**config.mk**
```make
export PLATFORM = sky130hd
export DESIGN_NAME = pairing_result_uart_tx
export DESIGN_NICKNAME = d
export VERILOG_FILES = /design/src/rtl/pairing_result_uart_tx.sv
export SDC_FILE = /design/constraint.sdc
export NUM_CORES = 1
export LEC_CHECK = 0
export ABC_CLOCK_PERIOD_IN_PS = 2500
export CAP_MARGIN = 10
export CORE_MARGIN = 2
export CORE_UTILIZATION = 46
export CTS_BUF_LIST = sky130_fd_sc_hd__clkbuf_4 sky130_fd_sc_hd__clkbuf_8 sky130_fd_sc_hd__clkbuf_16
export DETAILED_ROUTE_END_ITERATION = 7
export PLACE_DENSITY = 0.77
export SLEW_MARGIN = 10
export SYNTH_ARGS = -nofsm -noshare
export SYNTH_HDL_FRONTEND = slang
export SYNTH_SLANG_ARGS = --single-unit
```
**constraint.sdc**
```tcl
create_clock -name clk -period 2.5 [get_ports clk]
set_input_delay 0.375 -clock clk [delete_from_list [all_inputs] [get_ports clk]]
set_output_delay 0.375 -clock clk [all_outputs]
set_load 0.02 [all_outputs]
```
**src/rtl/pairing_result_uart_tx.sv**
```systemverilog
// Readout stage for BN254_pairing results: walks a range of extout_addr
// addresses, captures each DATA_W-bit word and sends it LSB byte first
// as a stream of UART 8N1 frames on uart_txd.
module pairing_result_uart_tx #(
  parameter int DATA_W       = 304,
  parameter int ADDR_W       = 8,
  parameter int CLKS_PER_BIT = 868,
  parameter int RD_LAT       = 2
) (
  input  logic              clk,
  input  logic              rstn,
  input  logic              start,
  input  logic [ADDR_W-1:0] base_addr,
  input  logic [ADDR_W-1:0] num_words,
  output logic              busy,
  output logic              done,
  output logic [ADDR_W-1:0] extout_addr,
  input  logic [DATA_W-1:0] extout_data,
  output logic              uart_txd
);

  localparam int BYTES  = DATA_W / 8;
  localparam int TMR_W  = $clog2(CLKS_PER_BIT);
  localparam int RD_W   = (RD_LAT > 1) ? $clog2(RD_LAT) : 1;
  localparam int BYTE_W = (BYTES > 1) ? $clog2(BYTES) : 1;

  localparam logic [TMR_W-1:0]  TMR_LAST  = TMR_W'(CLKS_PER_BIT - 1);
  localparam logic [RD_W-1:0]   RD_LAST   = RD_W'(RD_LAT - 1);
  localparam logic [BYTE_W-1:0] BYTE_LAST = BYTE_W'(BYTES - 1);
  localparam logic [ADDR_W-1:0] ONE_WORD  = ADDR_W'(1);

  typedef enum logic [2:0] {
    IDLE,
    READ,
    LOAD,
    START_BIT,
    DATA_BITS,
    STOP_BIT,
    NEXT
  } state_t;

  state_t              state_q, state_d;
  logic [ADDR_W-1:0]   addr_q, addr_d;
  logic [ADDR_W-1:0]   left_q, left_d;
  logic [DATA_W-1:0]   shift_q, shift_d;
  logic [BYTE_W-1:0]   byte_q, byte_d;
  logic [2:0]          bit_q, bit_d;
  logic [TMR_W-1:0]    tmr_q, tmr_d;
  logic [RD_W-1:0]     rd_q, rd_d;
  logic                txd_q, txd_d;
  logic                busy_q, busy_d;
  logic                done_q, done_d;

  // Next-state logic: sequencing of reads, frame bits and word stepping.
  // The line level is derived from the next state so uart_txd is a clean
  // register output that changes exactly on state boundaries.
  always_comb begin
    state_d = state_q;
    addr_d  = addr_q;
    left_d  = left_q;
    shift_d = shift_q;
    byte_d  = byte_q;
    bit_d   = bit_q;
    tmr_d   = tmr_q;
    rd_d    = rd_q;
    busy_d  = busy_q;
    done_d  = 1'b0;

    case (state_q)
      IDLE: begin
        // The done cycle still counts as busy for start arbitration.
        if (start && !done_q) begin
          if (num_words != '0) begin
            addr_d  = base_addr;
            left_d  = num_words;
            rd_d    = RD_LAST;
            busy_d  = 1'b1;
            state_d = READ;
          end else begin
            done_d = 1'b1;
          end
        end
      end
      READ: begin
        if (rd_q == '0) begin
          state_d = LOAD;
        end else begin
          rd_d = rd_q - RD_W'(1);
        end
      end
      LOAD: begin
        shift_d = extout_data;
        byte_d  = '0;
        tmr_d   = TMR_LAST;
        state_d = START_BIT;
      end
      START_BIT: begin
        if (tmr_q == '0) begin
          tmr_d   = TMR_LAST;
          bit_d   = 3'd0;
          state_d = DATA_BITS;
        end else begin
          tmr_d = tmr_q - TMR_W'(1);
        end
      end
      DATA_BITS: begin
        if (tmr_q == '0) begin
          tmr_d = TMR_LAST;
          if (bit_q == 3'd7) begin
            state_d = STOP_BIT;
          end else begin
            bit_d = bit_q + 3'd1;
          end
        end else begin
          tmr_d = tmr_q - TMR_W'(1);
        end
      end
      STOP_BIT: begin
        if (tmr_q == '0) begin
          tmr_d   = TMR_LAST;
          shift_d = shift_q >> 8;
          if (byte_q == BYTE_LAST) begin
            state_d = NEXT;
            // Last word: done and busy-drop coincide with the NEXT cycle.
            if (left_q == ONE_WORD) begin
              busy_d = 1'b0;
              done_d = 1'b1;
            end
          end else begin
            byte_d  = byte_q + BYTE_W'(1);
            state_d = START_BIT;
          end
        end else begin
          tmr_d = tmr_q - TMR_W'(1);
        end
      end
      NEXT: begin
        left_d = left_q - ONE_WORD;
        if (left_q != ONE_WORD) begin
          addr_d  = addr_q + ONE_WORD;
          rd_d    = RD_LAST;
          state_d = READ;
        end else begin
          state_d = IDLE;
        end
      end
      default: begin
        state_d = IDLE;
      end
    endcase

    case (state_d)
      START_BIT: txd_d = 1'b0;
      DATA_BITS: txd_d = shift_d[bit_d];
      default:   txd_d = 1'b1;
    endcase
  end

  // State and datapath registers; reset abandons any frame and idles the line.
  always_ff @(posedge clk or negedge rstn) begin
    if (!rstn) begin
      state_q <= IDLE;
      addr_q  <= '0;
      left_q  <= '0;
      shift_q <= '0;
      byte_q  <= '0;
      bit_q   <= '0;
      tmr_q   <= '0;
      rd_q    <= '0;
      txd_q   <= 1'b1;
      busy_q  <= 1'b0;
      done_q  <= 1'b0;
    end else begin
      state_q <= state_d;
      addr_q  <= addr_d;
      left_q  <= left_d;
      shift_q <= shift_d;
      byte_q  <= byte_d;
      bit_q   <= bit_d;
      tmr_q   <= tmr_d;
      rd_q    <= rd_d;
      txd_q   <= txd_d;
      busy_q  <= busy_d;
      done_q  <= done_d;
    end
  end

  assign busy        = busy_q;
  assign done        = done_q;
  assign extout_addr = addr_q;
  assign uart_txd    = txd_q;

endmodule
```
## Yosys cells after proc, flatten, opt, wreduce, memory -nomap -nowiden

Cells that the tools add are included.

| storage, ports and cells | value |
|---|---|
| output and inout bits | 11 |
| flip-flop bits (word level) | 346 |

| cells by class | value |
|---|---|
| mux-type cells | 46 |
| eq/ne operators | 19 |
| add/subtract/negate cells | 6 |
| $lt $le $gt $ge | 1 |
| reduce and logical (&&, ||, !) cells | 17 |

Operators with widths:

| kind | number |
|---|---|
| $pmux W304 S2 | 1 |
| $mux W304 | 1 |
| $mux W8 | 5 |
| $mux W3 | 11 |
| $pmux W8 S2 | 2 |
| $pmux W3 S7 | 1 |
| $pmux W10 S2 | 1 |
| $eq A3 B3 Y1 const B | 5 |
| $mux W1 | 14 |
| $ne A2 B2 Y1 const B | 7 |
| $mux W6 | 2 |
| $pmux W6 S2 | 1 |
| $logic_not A10 Y1 | 1 |
| $lt A3 B10 Y1 const B | 1 |
| $mux W10 | 1 |
| $sub A10 B1 Y10 const B | 1 |
| $eq A3 B2 Y1 const B | 3 |
| $add A8 B1 Y8 const B | 1 |
| $eq A8 B1 Y1 const B | 1 |
| $ne A8 B1 Y1 const B | 1 |
| $reduce_and A4 Y1 | 2 |
| $reduce_bool A2 Y1 | 4 |
| $reduce_bool A8 Y1 | 1 |
| $sub A8 B1 Y8 const B | 1 |
| 17 further kinds | 20 |

## Logic depth before layout (Yosys ltp)

| depth | value |
|---|---|
| depth after elaboration | 7 |
| gate-level depth with buffers | 10 |
| mapped depth without buffers | 10 |

## Least setup slack after synthesis

OpenSTA, ideal clock, no wires.

| path | value |
|---|---|
| kind | flip-flop to flip-flop |
| from | register tmr_q[0] |
| to | register txd_q (netlist: uart_txd) |
| cell stages (with the launch flop) | 11 |
| clock period less this slack | 2480 ps |
| buffers on the path | 1 |
| data arrival time | 2386 ps |
| slack | 20 ps |
| required time | 2406 ps |
| library setup time | 94 ps |
| path through | dfrtp_1 -> inv_1 -> ha_1 -> or4b_4 -> nor3_2 -> and4_1 -> a211o_1 -> buf_2 -> mux2_2 -> a22oi_2 -> a41oi_2 |

| between the ends | value |
|---|---|
| word-level cells in the longest chain between the ends | 6 |

RTL lines:

| element | RTL line | text |
|---|---|---|
| start: declaration | 48 | `logic [TMR_W-1:0] tmr_q, tmr_d;` |
| start signal: assignment | 180 | `tmr_q <= tmr_d;` |
| $logic_not A10 Y1 * | 98, 107, 119 |  |
| $mux W304, or another cell as far along | 119 | `if (tmr_q == '0) begin` |
| $pmux W304 S2 / $pmux W3 S2 (equally long branches) | 69 | `case (state_q)` |
| $bmux W1 S3 | 154 | `DATA_BITS: txd_d = shift_d[bit_d];` |
| $mux W1 (not written as such) | 154 |  |
| $pmux W1 S2 * | 152 | `case (state_d)` |
| named net txd_d | 50 | `logic txd_q, txd_d;` |
| end signal: assignment | 182 | `txd_q <= txd_d;` |
| end: declaration | 50 |  |

Mark *: on every way through the listed nets, which the timed path passes. The rest lies on a longest branch. The select of a mux whose other input is x is not followed.
A chain may end at the register's enable or synchronous reset.

## Worst setup path in the final report

| path | value |
|---|---|
| from | register tmr_q[1] |
| to | register txd_q (netlist: uart_txd) |

| between the ends | value |
|---|---|
| word-level cells in the longest chain between the ends | 6 |

RTL lines:

| element | RTL line | text |
|---|---|---|
| $logic_not A10 Y1 | 119 |  |
| $mux W304 | 119 |  |
| $pmux W304 S2 | 69 |  |
| named net shift_d[0] | 45 | `logic [DATA_W-1:0] shift_q, shift_d;` |
| $bmux W1 S3 | 154 |  |
| $mux W1 (not written as such) | 154 |  |
| $pmux W1 S2 | 152 |  |
| named net txd_d | 50 |  |

The timed path passes the listed nets, and every way through them passes these cells. The select of a mux whose other input is x is not followed.

==> impl_metrics.csv <==
group,metric,value,unit
power_and_ir_drop,total_power,0.0127,W
cts,cts.sinks,346,
global_route,grt_antenna_before_repair,10,
logic_synthesis,netlist_instances,1628,
setup_path,r2r-start,"tmr_q[1]$_DFFE_PN0P_",
setup_path,startpoint_type,"register",
floorplanning,ios,334,
timing,maxClockFrequency,0.403,GHz
setup_path,path_max_fanout,4,
setup_path,cp_data_arrival_time,2920,ps
detailed_routing,drt_iter0_markers,992,
global_route,grt_max_degree,103,
logic_synthesis,ys_seq_area_share,56.9,%
cells_and_area,multi_input_area,6070,sq um
power_and_ir_drop,p_per_area,615,nW/um^2
cts,cts_tree,"done",
global_route,first_global_vias,13300,
timing,slew_viol_final,0,
cells_and_area,final_cells,2425,
detailed_routing,wl_per_cell,17.8,um
logic_synthesis,syn_avg_cell_area,9.35,sq um
logic_synthesis,synthArstFlopShare,100,%
global_route,overflow,0,
floorplanning,core_area,32500,sq um
detailed_routing,drt-total-wl,43.1,mm
global_route,grt_use_total,24.5,%
cts,root_buffer,"clkbuf_16",
floorplanning,fp.dieW,186,um
timing,hold_viol,0,
place,placed_cells,2342,
run,cap_violations,0,
timing,whs,375,ps
cells_and_area,fin_nets,2279,
place,io_buffer_count,333,
detailed_routing,ant_nets,0,
setup_path,critPathLaunch,"tmr_q[1]$_DFFE_PN0P_",
setup_path,r2r_slack,20,ps
logic_synthesis,ys_top_cells_by_area,"dfrtp_1, nand2_1, a22oi_1",
floorplanning,die_area,34600,sq um
floorplanning,die_h,186,um
power_and_ir_drop,p_leak,9.55,nW
cts,htreeDepth,2,
timing,fin_crit_sh,99.4,%
detailed_routing,vias_per_cell,5.49,
cts,cts_made_buffers,40,
logic_synthesis,syn_area,15200,sq um
detailed_routing,via_count,13300,
place,routabilityCongestion,0.854,
status,status,"completed",
cells_and_area,area_delta_synth_final,36.0,%
logic_synthesis,yosysWarningCount,0,
cts,clkLatencyLatePin,520,ps
logic_synthesis,syn_nets,1958,
timing,tightest_slew,557,ps
timing,maxSlewHeadroom,62.6,%
setup_path,rr_worst_depth,12,
timing,fin_skew,11.5,ps
cells_and_area,drive_above_1_share,7.49,%
logic_synthesis,synth-seq-cells,346,
power_and_ir_drop,ir_drop,0.459,mV
detailed_routing,drc,0,
detailed_routing,drtPass1Iterations,7,
logic_synthesis,synth-edff-count,0,
timing,rsz0062_at_grt,"yes",
logic_synthesis,synth.largest_area_cell,"dfrtp_1",
place,post_dp_cell_area,19200,sq um
logic_synthesis,ys_types,54,
setup_path,rr_endpoint,"uart_txd$_DFF_PN1_",
floorplanning,start_util,46.8,%
global_route,grt_pass1_wl,67.9,mm
setup_path,worstSetupPathType,"register to register",
floorplanning,std_cell_rows,66,
cells_and_area,final_cell_area,20700,sq um
timing,final.min_clock_period,2480,ps
setup_path,crit_path_end,"uart_txd$_DFF_PN1_",
cts,path_clk_slew,60,ps
worst_hold_path,hp-class,"primary input to async pin",
cells_and_area,seq_area,8660,sq um
setup_path,crit_required,2940,ps
logic_synthesis,synth_top_area_share,56.7,%
timing,final.setup.tns,0,ps
timing,setup_viol,0,
logic_synthesis,ys.flop_type,"dfrtp_1",
cells_and_area,fillers,2675,
setup_path,crit_path_end_kind,"register",
cts,cts_max_path_buffers,3,
place,dp_hpwl,29.1,mm
==> synth_stat cells, types with 4 or more instances <==
master,count
and3_1,5
nand4_1,4
nand3_1,19
o211ai_1,4
a22oi_1,296
nand2_1,634
mux2i_1,4
xor2_1,4
inv_1,11
o21ai_0,34
nand2b_1,5
nor3b_1,6
or3_1,4
ha_1,7
buf_2,48
nor2_1,38
dfrtp_1,345
a31oi_1,6
clkbuf_1,62
nor4_1,4
nor3_1,10
a21oi_1,27
and2_1,4
==> where the power goes <==
part           total (W)  leakage (nW)  internal [W]  switching (W)
Combinational   0.000899          4.83      0.000561       0.000338
Sequential       0.00601          4.05       0.00586       0.000151
Clock            0.00582         0.674       0.00356        0.00225
==> metal layers <==
layer / vias up / track usage, % / wire, um
met5: - / 0 / 72
met4: 10 / 7.56 / 1130
met3: 92 / 6.61 / 3290
met2: 445 / 39.8 / 20600
met1: 6451 / 32.1 / 18000
li1: 6308 / - / -
==> kinds of logic after synthesis <==
group                    count (synthesis)  synth area share (%)
AO/OA/AOI/OAI                          391                  18.4
XOR/XNOR                                 4                 0.230
adder cells (fa/ha/maj)                  7                 0.575
buffers and inverters                  124                  3.50
flip-flops                             346                  56.9
multiplexers                             6                 0.411
AND/OR/NAND/NOR                        750                  19.9
==> metrics by stage <==
step	worst slack, ps	util (%)
floorplan	19.7	-
CTS	8.67	63.3
global placement	41.8	59.1
global route	-101	63.6
finish	15.9	63.6
detailed placement	1.43	59.1
==> how the worst min path moves through the flow <==
stage | from | slack (ps) | to | depth (start not counted)
3_3_place_gp | rstn | 310 | tmr_q[4]$_DFFE_PN0P_ | 1
3_5_place_dp | rstn | 310 | tmr_q[4]$_DFFE_PN0P_ | 1
5_1_grt | rstn | 400 | tmr_q[3]$_DFFE_PN0P_ | 2
2_1_floorplan | rstn | 80 | bit_q[0]$_DFF_PN0_ | 0
6_report | rstn | 380 | tmr_q[3]$_DFFE_PN0P_ | 2
4_1_cts | rstn | 370 | tmr_q[4]$_DFFE_PN0P_ | 2
==> timing repair <==
action | 4_1_cts | 5_1_grt
pin swaps | 3 | 3
cloned | 1 | 1
setup endpoints to repair | 1 | 138
hold endpoints to repair | 37 | 0
hold buffers | 1 | 0
setup buffers | 2 | 2
gates resized for setup | 4 | 7
==> placed cells by master, fill, tap and decap left out, drive strengths merged, types with 3 or more instances in the layout <==
cell type	n
nand3	19
nor3b	6
inv	12
nor2	39
a211o	3
ha	7
and2	4
clkdlybuf4s50	332
nand2b	5
mux2i	4
dfrtp	345
xor2	4
nor4	5
diode	6
clkbuf	55
bufinv	3
and3	5
a21oi	27
o21ai	37
nor3	11
buf	58
clkinv	12
o211ai	4
nand4	4
or3	4
a22oi	298
a31oi	6
nand2	634
==> worst max-delay path: stages (launching register included) <==
cell and delay (ps):
dfrtp_1 400, inv_1 70, ha_1 150, or4b_4 510
nor4_4 260, buf_4 180, buf_2 130, buf_4 100
a22oi_1 50, o21ai_1 150, mux2_2 190, a22oi_2 50
a41oi_2 170
==> registers in the layout, indices dropped and copies added (netlist names) <==
register,cells
state_q,3
extout_addr,8
left_q,8
busy,1
bit_q,3
done,1
rd_q,1
shift_q,304
uart_txd,1
tmr_q,10
byte_q,6
==> final cells by class <==
cell class / count / share of cell area [%]
Timing Repair Buffer: 392 / 19.5
Inverter: 11 / 0.200
Sequential cell: 346 / 41.8
Clock inverter: 16 / 0.768
Tap cell: 442 / 2.67
Antenna cell: 6 / 0.0726
Clock buffer: 54 / 5.61
Multi-Input combinational cell: 1158 / 29.3
Power figures use the tool's default switching activity.
